### src/rtl/boreal_channel_scheduler_pkg.sv
// Shared types and defaults for the channel scheduler.
package boreal_channel_scheduler_pkg;

  typedef enum logic [1:0] {
    ST_IDLE    = 2'd0,
    ST_COLLECT = 2'd1,
    ST_ISSUE   = 2'd2,
    ST_GAP     = 2'd3
  } state_e;

  localparam int unsigned DEF_CHANNELS       = 8;
  localparam int unsigned DEF_SAMPLE_W       = 16;
  localparam int unsigned DEF_TIMEOUT_CYCLES = 4096;
  localparam int unsigned DEF_FRAME_CNT_W    = 16;
  localparam int unsigned GAP_W              = 4;

  // Width of an index able to address n items (at least 1 bit).
  function automatic int unsigned idx_w(input int unsigned n);
    return (n > 1) ? $clog2(n) : 1;
  endfunction

endpackage

### src/rtl/boreal_chan_hold.sv
// Per-channel capture slot: hold register, full bit and overrun detect.
module boreal_chan_hold
  import boreal_channel_scheduler_pkg::*;
#(
  parameter int unsigned SAMPLE_W = DEF_SAMPLE_W
) (
  input  logic                clk,
  input  logic                rst_n,
  input  logic                valid_i,
  input  logic [SAMPLE_W-1:0] data_i,
  input  logic                issue_i,
  output logic [SAMPLE_W-1:0] hold_o,
  output logic                full_o,
  output logic                overrun_o
);

  logic [SAMPLE_W-1:0] hold_q, hold_d;
  logic                full_q, full_d;

  // A fresh sample always wins; issuing empties the slot only when nothing new arrives.
  always_comb begin
    hold_d = hold_q;
    full_d = full_q;
    if (valid_i) begin
      hold_d = data_i;
      full_d = 1'b1;
    end else if (issue_i) begin
      full_d = 1'b0;
    end
  end

  // Slot state register.
  always_ff @(posedge clk or negedge rst_n) begin
    if (!rst_n) begin
      hold_q <= '0;
      full_q <= 1'b0;
    end else begin
      hold_q <= hold_d;
      full_q <= full_d;
    end
  end

  assign hold_o    = hold_q;
  assign full_o    = full_q;
  // Overwriting an unissued sample loses data, unless the old one leaves this cycle.
  assign overrun_o = valid_i & full_q & ~issue_i;

endmodule

### src/rtl/boreal_channel_scheduler.sv
// Captures one sample per channel and issues each frame serially, channel 0 first.
module boreal_channel_scheduler
  import boreal_channel_scheduler_pkg::*;
#(
  parameter int unsigned CHANNELS       = DEF_CHANNELS,
  parameter int unsigned SAMPLE_W       = DEF_SAMPLE_W,
  parameter int unsigned TIMEOUT_CYCLES = DEF_TIMEOUT_CYCLES,
  parameter int unsigned FRAME_CNT_W    = DEF_FRAME_CNT_W
) (
  input  logic                         clk,
  input  logic                         rst_n,
  input  logic [CHANNELS*SAMPLE_W-1:0] in_data,
  input  logic [CHANNELS-1:0]          in_valid,
  input  logic                         enable,
  input  logic [GAP_W-1:0]             gap_cycles,
  input  logic                         clr_flags,
  output logic [SAMPLE_W-1:0]          filtered_sample,
  output logic [idx_w(CHANNELS)-1:0]   channel_sel,
  output logic                         sample_valid,
  output logic                         frame_done,
  output logic                         busy,
  output logic                         overrun_flag,
  output logic                         timeout_flag,
  output logic [FRAME_CNT_W-1:0]       frame_count
);

  localparam int unsigned CH_W = idx_w(CHANNELS);
  localparam int unsigned TO_W = $clog2(TIMEOUT_CYCLES) + 1;
  localparam logic [CH_W-1:0] LAST_CH = CH_W'(CHANNELS - 1);
  localparam logic [TO_W-1:0] TO_LAST = TO_W'(TIMEOUT_CYCLES - 1);

  state_e                  state_q, state_d;
  logic [CH_W-1:0]         k_q, k_d;
  logic [GAP_W-1:0]        gap_q, gap_d;
  logic [TO_W-1:0]         to_q, to_d;
  logic [SAMPLE_W-1:0]     sample_q, sample_d;
  logic [CH_W-1:0]         sel_q, sel_d;
  logic                    sv_q, sv_d;
  logic                    fd_q, fd_d;
  logic                    busy_q, busy_d;
  logic                    ovr_q, ovr_d;
  logic                    tmo_q, tmo_d;
  logic                    tmo_set;
  logic [FRAME_CNT_W-1:0]  fcnt_q, fcnt_d;

  logic [CHANNELS-1:0]     full_w;
  logic [CHANNELS-1:0]     ovr_w;
  logic [CHANNELS-1:0]     issue_w;
  logic [SAMPLE_W-1:0]     hold_w [CHANNELS];
  logic                    all_full;
  logic                    to_hit;

  for (genvar i = 0; i < CHANNELS; i++) begin : g_hold
    boreal_chan_hold #(
      .SAMPLE_W(SAMPLE_W)
    ) u_hold (
      .clk      (clk),
      .rst_n    (rst_n),
      .valid_i  (in_valid[i]),
      .data_i   (in_data[i*SAMPLE_W +: SAMPLE_W]),
      .issue_i  (issue_w[i]),
      .hold_o   (hold_w[i]),
      .full_o   (full_w[i]),
      .overrun_o(ovr_w[i])
    );
  end

  assign all_full = &full_w;
  assign to_hit   = (to_q == TO_LAST);

  // One-hot strobe telling the slot being issued to drop its full bit.
  always_comb begin
    issue_w = '0;
    if (state_q == ST_ISSUE) begin
      issue_w[k_q] = 1'b1;
    end
  end

  // Frame sequencing: next state, channel pointer, counters and issued-sample outputs.
  always_comb begin
    state_d  = state_q;
    k_d      = k_q;
    gap_d    = gap_q;
    to_d     = '0;
    sample_d = sample_q;
    sel_d    = sel_q;
    sv_d     = 1'b0;
    fd_d     = 1'b0;
    fcnt_d   = fcnt_q;
    tmo_set  = 1'b0;
    unique case (state_q)
      ST_IDLE: begin
        if (enable) begin
          state_d = ST_COLLECT;
        end
      end
      ST_COLLECT: begin
        if (all_full) begin
          state_d = ST_ISSUE;
        end else if (to_hit) begin
          state_d = ST_ISSUE;
          tmo_set = 1'b1;
        end else begin
          to_d = to_q + TO_W'(1);
        end
      end
      ST_ISSUE: begin
        sv_d     = 1'b1;
        sel_d    = k_q;
        sample_d = hold_w[k_q];
        if (k_q == LAST_CH) begin
          fd_d    = 1'b1;
          fcnt_d  = fcnt_q + FRAME_CNT_W'(1);
          k_d     = '0;
          state_d = enable ? ST_COLLECT : ST_IDLE;
        end else begin
          k_d = k_q + CH_W'(1);
          if (gap_cycles != '0) begin
            gap_d   = gap_cycles;
            state_d = ST_GAP;
          end
        end
      end
      ST_GAP: begin
        if (gap_q <= GAP_W'(1)) begin
          state_d = ST_ISSUE;
        end else begin
          gap_d = gap_q - GAP_W'(1);
        end
      end
      default: state_d = ST_IDLE;
    endcase
  end

  // Sticky status: a set event in the same cycle as a clear keeps the flag high.
  always_comb begin
    ovr_d  = (ovr_q & ~clr_flags) | (|ovr_w);
    tmo_d  = (tmo_q & ~clr_flags) | tmo_set;
    busy_d = (state_d != ST_IDLE);
  end

  // State and output registers.
  always_ff @(posedge clk or negedge rst_n) begin
    if (!rst_n) begin
      state_q  <= ST_IDLE;
      k_q      <= '0;
      gap_q    <= '0;
      to_q     <= '0;
      sample_q <= '0;
      sel_q    <= '0;
      sv_q     <= 1'b0;
      fd_q     <= 1'b0;
      busy_q   <= 1'b0;
      ovr_q    <= 1'b0;
      tmo_q    <= 1'b0;
      fcnt_q   <= '0;
    end else begin
      state_q  <= state_d;
      k_q      <= k_d;
      gap_q    <= gap_d;
      to_q     <= to_d;
      sample_q <= sample_d;
      sel_q    <= sel_d;
      sv_q     <= sv_d;
      fd_q     <= fd_d;
      busy_q   <= busy_d;
      ovr_q    <= ovr_d;
      tmo_q    <= tmo_d;
      fcnt_q   <= fcnt_d;
    end
  end

  assign filtered_sample = sample_q;
  assign channel_sel     = sel_q;
  assign sample_valid    = sv_q;
  assign frame_done      = fd_q;
  assign busy            = busy_q;
  assign overrun_flag    = ovr_q;
  assign timeout_flag    = tmo_q;
  assign frame_count     = fcnt_q;

endmodule

### config.mk
export PLATFORM = sky130hd
export DESIGN_NAME = boreal_channel_scheduler
export DESIGN_NICKNAME = d
export VERILOG_FILES = /design/src/rtl/boreal_channel_scheduler_pkg.sv /design/src/rtl/boreal_chan_hold.sv /design/src/rtl/boreal_channel_scheduler.sv
export SDC_FILE = /design/constraint.sdc
export NUM_CORES = 1
export LEC_CHECK = 0
export CORE_UTILIZATION = 55
export DETAILED_ROUTE_END_ITERATION = 12
export GPL_ROUTABILITY_DRIVEN = 0
export PLACE_DENSITY = 0.85
export SYNTH_ARGS = -nofsm -noshare
export SYNTH_HDL_FRONTEND = slang
export SYNTH_SLANG_ARGS = --single-unit
### constraint.sdc
create_clock -name clk -period 4.6 [get_ports clk]
set_input_delay 0.92 -clock clk [delete_from_list [all_inputs] [get_ports clk]]
set_output_delay 0.92 -clock clk [all_outputs]
set_load 0.05 [all_outputs]
==> results.json, run 1 <==
{
  "clock_path_buffers": 2,
  "start_util_pct": 56.8,
  "synth-edff-count": 0,
  "portBuffers": 183,
  "p_per_area_nw_per_um2": 481,
  "post_cts_buffers": 0,
  "dieHeight_um": 128,
  "worst_pin_slew_ns": 1.07,
  "power_leakage_nw": 4.64,
  "crit_fanout": 40,
  "cp-startpoint": "k_q[2]",
  "cts-root-buf": "clkbuf_16",
  "path_class": "flop to flop",
  "max_cap_viol_count": 0,
  "antenna_cells": 0,
  "relSlewSlack_pct": 28.7,
  "finalPower_mw": 5.43,
  "fin_worst_skew_ns": 0.00824,
  "drt-initial-drc-count": 429,
  "drive_gt1_share_pct": 25.6,
  "final_util_pct": 73.4,
  "clk_pin_slew_ns": 0.07,
  "fillers": 965,
  "synthArstFlopShare_pct": 100,
  "avgSynthCellArea_sq_um": 14.0,
  "place_ws_ns": 1.73,
  "whs_ns": 0.472,
  "grt_pass1_wl_mm": 32.6,
  "drt_wl_total_mm": 20.3,
  "period_share_pct": 59.5,
  "fin_area_sq_um": 11300,
  "status": "finished clean",
  "required_ns": 4.93,
  "vias": 5885,
  "worst_setup_path_start_kind": "flop",
  "syn_inst": 626,
  "dr.pass1.iters": 5,
  "core_area_sq_um": 15400,
  "worstHoldStart": "frame_count[15]",
  "die_area_sq_um": 16400,
  "drc": 0,
  "setup_viol": 0,
  "layout_setup_ws_ns": 1.86,
  "pin_count": 184,
  "wl_per_cell_um": 19.9,
  "antenna_found_initial": 1,
  "post-route-min-period_ns": 2.74,
  "dp_hpwl_mm": 14.3,
  "drv_slew": 0,
  "arrival_ns": 3.07,
  "setup-tns-final_ns": 0,
  "ant_nets": 0,
  "grt_pass1_vias": 6215,
  "nets": 950,
  "ctsResizeCount": 0,
  "grt_max_degree": 120,
  "placed_cell_area_sq_um": 10700,
  "holdBufCountCts": 0,
  "grt_overflow": 0,
  "syn-num-nets": 776,
  "ys_ff_latch": 198,
  "end_kind": "flop",
  "h-tree-depth": 4,
  "clock_sinks": 198,
  "cts_tree": "built",
  "instances_no_fill": 1024,
  "holdCritPathClass": "flop to flop",
  "rsz0062_at_grt": "false",
  "clk_latency_ns": 0.43,
  "yosysSeqAreaShare_pct": 56.7,
  "final_hold_viol_count": 0,
  "reg2reg_slack_ns": 1.86,
  "numCtsBuffers": 17,
  "vias_per_cell": 5.75,
  "reg2reg_from": "k_q[2]",
  "rows": 45,
  "ys.flop_type": "dfrtp_1",
  "placedCellCount": 992,
  "syn_area_sq_um": 8740,
  "yosysWarnings": 0,
  "peakVddDrop_v": 0.000331,
  "grt.total_usage_pct": 26.9,
  "area_growth_syn_to_layout_pct": 29.1,
  "synth_cell_type_count": 48,
  "max_freq_mhz": 365,
  "fp.dieW_um": 128
}
[cell families after synthesis]
kind of cell    after synthesis  synth area share [%]
compound gates               51                  3.81
fa+ha+maj                     6                 0.859
simple gates                118                  6.70
mux                         179                  26.9
xor+xnor                     25                  2.51
buf+inv                      49                  2.48
flops                       198                  56.7
[registers in the layout, summed over array words and instances, names as in the netlist, 2 cells and up]
name / flops
state_q: 2
frame_count: 16
channel_sel: 3
g_hold.u_hold.full_o: 8
gap_q: 4
filtered_sample: 16
g_hold.u_hold.hold_o: 128
to_q: 13
k_q: 3
[worst max-delay path, cell delays in order, from the launching register on]
cell,delay (ns)
dfrtp_2,1.04
ha_1,0.47
nand4b_1,0.31
nor4_2,0.48
nand4_1,0.18
xnor2_1,0.15
[where the power goes]
part / internal [mW] / switching (mW)
sequential: 1.99 / 0.227
combinational: 0.835 / 0.965
clock: 0.750 / 0.660
[metal layers]
| metal | track usage (%) | part of all wire, % | up-vias |
|---|---|---|---|
| met3 | 7.05 | 5.8 | 47 |
| met2 | 44.4 | 50 | 202 |
| met4 | 9.62 | 2.3 | 2 |
| met5 | 0 | 0.079 | - |
| met1 | 34.4 | 42 | 3021 |
| li1 | - | - | 2613 |
[area by class of cell]
cell class                      instances  area, sq um  area share (%)
Clock buffer                           18          429            3.80
Clock inverter                         14          128            1.13
Inverter                               15         56.3           0.499
Multi-Input combinational cell        379         3570            31.6
Sequential cell                       198         4960            43.9
Tap cell                              211          264            2.34
Timing Repair Buffer                  189         1880            16.7
[cells in the mapped netlist, drive strengths merged (2+ instances only)]
cell type | n | area, sq um
dfrtp | 198 | 4950
mux2 | 129 | 1450
nand2 | 47 | 176
mux4 | 32 | 721
o21ai | 27 | 135
nor2 | 22 | 82.6
buf | 19 | 104
mux2i | 18 | 180
xnor2 | 16 | 140
clkbuf | 15 | 56.3
inv | 14 | 52.6
nand3 | 9 | 45.0
xor2 | 9 | 78.8
nand2b | 8 | 50.1
nand4 | 8 | 50.1
ha | 6 | 75.1
nor3 | 6 | 30.0
o211ai | 5 | 37.5
nor4 | 4 | 37.5
o31ai | 4 | 35.0
a21oi | 3 | 18.8
and3 | 3 | 18.8
or3 | 3 | 18.8
and2 | 2 | 12.5
o221ai | 2 | 17.5
o2bb2ai | 2 | 17.5
[placed cells by master, fill, tap and decap left out, drive strengths merged, types with 3 or more instances in the layout]
cell type / n
dfrtp: 198
clkdlybuf4s50: 182
mux2: 129
nand2: 47
mux4: 32
o21ai: 27
nor2: 22
clkbuf: 19
mux2i: 18
inv: 17
xnor2: 16
nand3: 9
xor2: 9
nand4: 8
nand2b: 8
clkinv: 7
nor3: 6
ha: 6
buf: 6
o211ai: 5
clkinvlp: 4
o31ai: 4
nor4: 4
or3: 3
and3: 3
a21oi: 3
[final timing paths]
kind                                                    end  depth (start not counted)
worst max-delay path                        frame_count[13]                          5
worst min-delay path                        frame_count[15]                          1
worst max register to register              frame_count[13]                          5
worst min register to register              frame_count[15]                          1
max in group asynchronous       g_hold[7].u_hold.hold_o[10]                          2
min in group asynchronous        g_hold[1].u_hold.hold_o[1]                          1
(Power assumes the default switching activity.)
==> run 2: changes to the inputs <==
--- a/config.mk
+++ b/config.mk
@@ -5,10 +5,10 @@
 export SDC_FILE = /design/constraint.sdc
 export NUM_CORES = 1
 export LEC_CHECK = 0
-export CORE_UTILIZATION = 55
+export CORE_UTILIZATION = 51
 export DETAILED_ROUTE_END_ITERATION = 12
 export GPL_ROUTABILITY_DRIVEN = 0
-export PLACE_DENSITY = 0.85
+export PLACE_DENSITY = 0.8
 export SYNTH_ARGS = -nofsm -noshare
 export SYNTH_HDL_FRONTEND = slang
 export SYNTH_SLANG_ARGS = --single-unit
==> constraint.sdc (replaced) <==
create_clock -name clk -period 2.75 [get_ports clk]
set_input_delay 0.55 -clock clk [delete_from_list [all_inputs] [get_ports clk]]
set_output_delay 0.55 -clock clk [all_outputs]
set_load 0.05 [all_outputs]
==> run 2 against run 1 <==
Effect of this change: non-clock buffer count rose by 17; flip-flop and latch count unchanged; cell count increased by 2.5%; register-to-register slack lost 1.2 ns; critical path depth decreased by 4; cell area is 1.9% higher; worst setup slack lost 1.4 ns; combinational power up 75%; core utilization decreased by 4.3 points; die area up 7.7%; hold slack worse by 0.36 ns.
==> results.json, run 2 (same netlist as run 1, synthesis figures left out) <==
{
  "ant_nets": 0,
  "holdBufCountCts": 0,
  "grt_pass1_vias": 6338,
  "clk_latency_ns": 0.43,
  "final_hold_viol_count": 0,
  "max_cap_viol_count": 0,
  "rsz0062_at_grt": "false",
  "dr.pass1.iters": 4,
  "start_util_pct": 52.5,
  "pin_count": 184,
  "drt-initial-drc-count": 376,
  "clk_pin_slew_ns": 0.07,
  "layout_commonest_cell": "dfrtp_1",
  "worst_pin_slew_ns": 0.633,
  "grt.total_usage_pct": 25.6,
  "drv_slew": 0,
  "grt_max_degree": 78,
  "post_cts_buffers": 0,
  "numCtsBuffers": 17,
  "path_cells": "clkdlybuf4s50_1",
  "core_area_sq_um": 16600,
  "whs_ns": 0.116,
  "h-tree-depth": 4,
  "post-route-min-period_ns": 2.25,
  "vias": 5819,
  "drive_gt1_share_pct": 27.2,
  "crit_fanout": 2,
  "wl_per_cell_um": 19.9,
  "antenna_cells": 0,
  "relSlewSlack_pct": 57.8,
  "cts_tree": "built",
  "arrival_ns": 1.70,
  "fp.dieW_um": 133,
  "grt_overflow": 0,
  "dp_hpwl_mm": 15.4,
  "holdCritPathClass": "primary input to async pin",
  "slowest_delay_ns": 0.89,
  "peakVddDrop_v": 0.000485,
  "fin_worst_skew_ns": 0.00874,
  "nets": 967,
  "clock_path_buffers": 2,
  "cts-root-buf": "clkbuf_16",
  "antenna_found_initial": 0,
  "vias_per_cell": 5.54,
  "path_buf_inv": 1,
  "layout_common_cells": "196 x dfrtp_1, 182 x clkdlybuf4s50_1, 129 x mux2_2",
  "drc": 0,
  "final_util_pct": 69.1,
  "grt_pass1_wl_mm": 34.0,
  "largest_reg_flops": 128,
  "drt_wl_total_mm": 20.9,
  "end_kind": "output pin",
  "max_freq_mhz": 445,
  "portBuffers": 183,
  "power_leakage_nw": 4.76,
  "clock_sinks": 198,
  "dieHeight_um": 133,
  "period_share_pct": 81.8,
  "path_class": "flop to output pin",
  "status": "finished clean",
  "setup_viol": 0,
  "ctsResizeCount": 0,
  "p_per_area_nw_per_um2": 817,
  "die_area_sq_um": 17700,
  "setup-tns-final_ns": 0,
  "required_ns": 2.20,
  "layout_setup_ws_ns": 0.501,
  "place_ws_ns": 0.652,
  "rows": 47,
  "cpMaxStageDelayCell": "clkdlybuf4s50_1",
  "area_growth_syn_to_layout_pct": 31.6,
  "reg2reg_slack_ns": 0.64,
  "path_delay_family": "buffers and inverters",
  "worst_setup_path_start_kind": "flop"
}
run 2: changes by cell type in the layout (fill, tap and decap cells not counted), sizes merged:
cell / change
buf: +17
bufinv: +2
inv: -1
clkinv: -1
clkbuf: +1
clkinvlp: -1
run 2: worst paths after layout:
| kind | from | to | cells after the start |
|---|---|---|---|
| setup / recovery | filtered_sample[15] | filtered_sample[15] | 1 |
| hold / removal | rst_n | g_hold[0].u_hold.hold_o[3] | 1 |
| setup reg to reg | k_q[0] | frame_count[13] | 6 |
| hold reg to reg | frame_count[15] | frame_count[15] | 1 |
| max in group asynchronous | rst_n | g_hold[5].u_hold.hold_o[7] | 2 |
| min in group clk | frame_count[15] | frame_count[15] | 1 |
run 2: layer usage:
layer	part of all wire [%]	track usage, %	routed length, um
met3	4.8	5.75	1010
met1	41	32.6	8630
met2	52	43.0	10800
met5	0	0	0
met4	2.2	9.07	464
run 2: final cells by class:
| type | instances | area (sq um) |
|---|---|---|
| multi-input combinational | 379 | 3570 |
| fill | 1129 | 5140 |
| sequential | 198 | 4960 |
| clock inverter | 13 | 170 |
| tap | 220 | 275 |
| inverter | 15 | 56.3 |
| clock buffer | 19 | 453 |
| timing repair buffer | 206 | 2020 |
run 2: where the power goes:
part | switching [mW] | internal, mW | total (mW)
combinational | 1.72 | 1.43 | 3.15
clock | 1.12 | 1.49 | 2.61
sequential | 0.289 | 3.34 | 3.63
total | 3.13 | 6.26 | 9.39
run 2: stage by stage:
stage | cell area (sq um) | power, mW | std cells
floorplan | 8740 | 5.75 | 626
global placement | 10900 | 6.70 | 1018
detailed placement | 10900 | 6.83 | 1018
CTS | 11500 | 9.43 | 1050
global route | 11500 | 9.81 | 1050
finish | 11500 | 9.39 | 1050
==> run 3: changes to the inputs <==
==> constraint.sdc (replaced) <==
create_clock -name clk -period 2.25 [get_ports clk]
set_input_delay 0.45 -clock clk [delete_from_list [all_inputs] [get_ports clk]]
set_output_delay 0.45 -clock clk [all_outputs]
set_load 0.05 [all_outputs]
==> run 3 against run 2 <==
Effect of this change: critical endpoint is now frame_count[3]; core utilization increased by 0.12 points; routed wire length is 2.1% lower; clock skew shrank 0.0021 ns; total power grew 20%; largest cell class unchanged; global-route usage shrank 0.83 points; combinational power grew 22%.
==> results.json, run 3 (same netlist as run 1, synthesis figures left out) <==
{
  "placed_cell_area_sq_um": 10900,
  "path_cells": "clkdlybuf4s50_1",
  "drt-initial-drc-count": 256,
  "grt.total_usage_pct": 24.8,
  "path_delay_family": "buffers and inverters",
  "period_share_pct": 94.9,
  "grt_pass1_wl_mm": 33.3,
  "die_area_sq_um": 17700,
  "core_area_sq_um": 16600,
  "numCtsBuffers": 17,
  "h-tree-depth": 4,
  "rsz0062_at_grt": "false",
  "post_cts_buffers": 0,
  "reg2reg_slack_ns": 0.28,
  "fin_worst_skew_ns": 0.00661,
  "antenna_cells": 0,
  "post-route-min-period_ns": 2.14,
  "instances_no_fill": 1055,
  "ant_nets": 0,
  "p_per_area_nw_per_um2": 978,
  "drv_slew": 0,
  "peakVddDrop_v": 0.000646,
  "clk_latency_ns": 0.43,
  "clk_pin_slew_ns": 0.06,
  "wl_per_cell_um": 19.4,
  "arrival_ns": 1.69,
  "final_hold_viol_count": 0,
  "clock_path_buffers": 2,
  "vias_per_cell": 5.58,
  "antenna_found_initial": 0,
  "max_cap_viol_count": 0,
  "max_freq_mhz": 468,
  "dp_hpwl_mm": 15.4,
  "crit_fanout": 5,
  "grt_max_degree": 57,
  "min_to": "channel_sel[0]",
  "min_path_cells": 2,
  "pin_count": 184,
  "setup-tns-final_ns": 0,
  "worst_setup_path_start_kind": "flop",
  "portBuffers": 183,
  "holdCritPathClass": "flop to flop",
  "start_util_pct": 52.5,
  "drive_gt1_share_pct": 27.2,
  "final_util_pct": 69.2,
  "placedCellCount": 1022,
  "path_buf_inv": 1,
  "vias": 5886,
  "slowest_delay_ns": 0.84,
  "end_kind": "output pin",
  "reg2reg_from": "k_q[0]",
  "drc": 0,
  "relSlewSlack_pct": 62.9,
  "setup_viol": 0,
  "worstHoldStart": "channel_sel[0]",
  "layout_common_cells": "196 x dfrtp_1, 182 x clkdlybuf4s50_1, 129 x mux2_2",
  "cpMaxStageDelayCell": "clkdlybuf4s50_1",
  "worst_pin_slew_ns": 0.554,
  "nets": 972,
  "fillers": 1146,
  "layout_commonest_cell": "dfrtp_1",
  "dr.pass1.iters": 4,
  "cts_tree": "built",
  "dieHeight_um": 133,
  "drt_wl_total_mm": 20.4,
  "largest_reg_flops": 128,
  "rr_endpoint": "frame_count[15]",
  "cts-root-buf": "clkbuf_16",
  "worstRegToRegCells": 6,
  "fp.dieW_um": 133,
  "whs_ns": 0.481,
  "rows": 47,
  "grt_overflow": 0,
  "path_class": "flop to output pin",
  "power_leakage_nw": 4.78,
  "fin_area_sq_um": 11500,
  "status": "finished clean",
  "area_growth_syn_to_layout_pct": 31.8,
  "required_ns": 1.80,
  "grt_pass1_vias": 6291,
  "clock_sinks": 198
}
-- run 3: cell types whose count changed in the layout (fill, tap and decap cells not counted), moves of 2 or more --
| cell | delta |
|---|---|
| inv_6 | -2 |
| clkbuf_1 | +3 |
| buf_4 | +2 |
| clkinv_2 | +4 |
| clkinv_4 | -4 |
| buf_12 | +2 |
-- run 3: how the worst max path moves through the flow --
stage / start / slack (ns) / to / cells after the start
3_3_place_gp: gap_cycles[2] / 0.35 / busy / 5
4_1_cts: frame_count[3] / 0.09 / frame_count[3] / 1
6_report: frame_count[3] / 0.11 / frame_count[3] / 1
2_1_floorplan: k_q[1] / 0.40 / frame_count[13] / 7
3_5_place_dp: k_q[0] / 0.27 / frame_count[10] / 6
5_1_grt: frame_count[0] / 0.06 / frame_count[0] / 1
-- run 3: timing repair --
item | in CTS | in global routing
resized for setup | 0 | 0
hold buffers | 1 | 0
endpoints found under the hold margin | 14 | 0
-- run 3: layout make-up --
cell class | count | area, sq um | area share (%)
timing repair buffer | 211 | 2090 | 18.1
sequential | 198 | 4960 | 43.0
clock inverter | 9 | 100 | 0.869
tap | 220 | 275 | 2.39
multi-input combinational | 379 | 3570 | 31.0
inverter | 15 | 56.3 | 0.489
clock buffer | 23 | 478 | 4.15
-- run 3: stage by stage --
| step | total power, mW | worst slack [ns] |
|---|---|---|
| CTS | 11.4 | 0.0935 |
| floorplan | 7.02 | 0.396 |
| global placement | 8.21 | 0.351 |
| finish | 11.3 | 0.114 |
| global route | 11.8 | 0.0620 |
| detailed placement | 8.35 | 0.272 |
-- run 3: report_power, final --
part           switching [mW]  internal, mW  total (mW)
sequential              0.352          4.08        4.44
combinational            2.09          1.77        3.85
clock                    1.26          1.72        2.98
-- run 3: per-layer routing --
layer / track usage (%) / vias to the layer above / share of wire (%)
met5: 0 / - / 0
met3: 4.94 / 43 / 4.9
met4: 10.5 / 0 / 2.7
met1: 32.5 / 3024 / 42
li1: - / 2638 / -
met2: 40.3 / 181 / 50
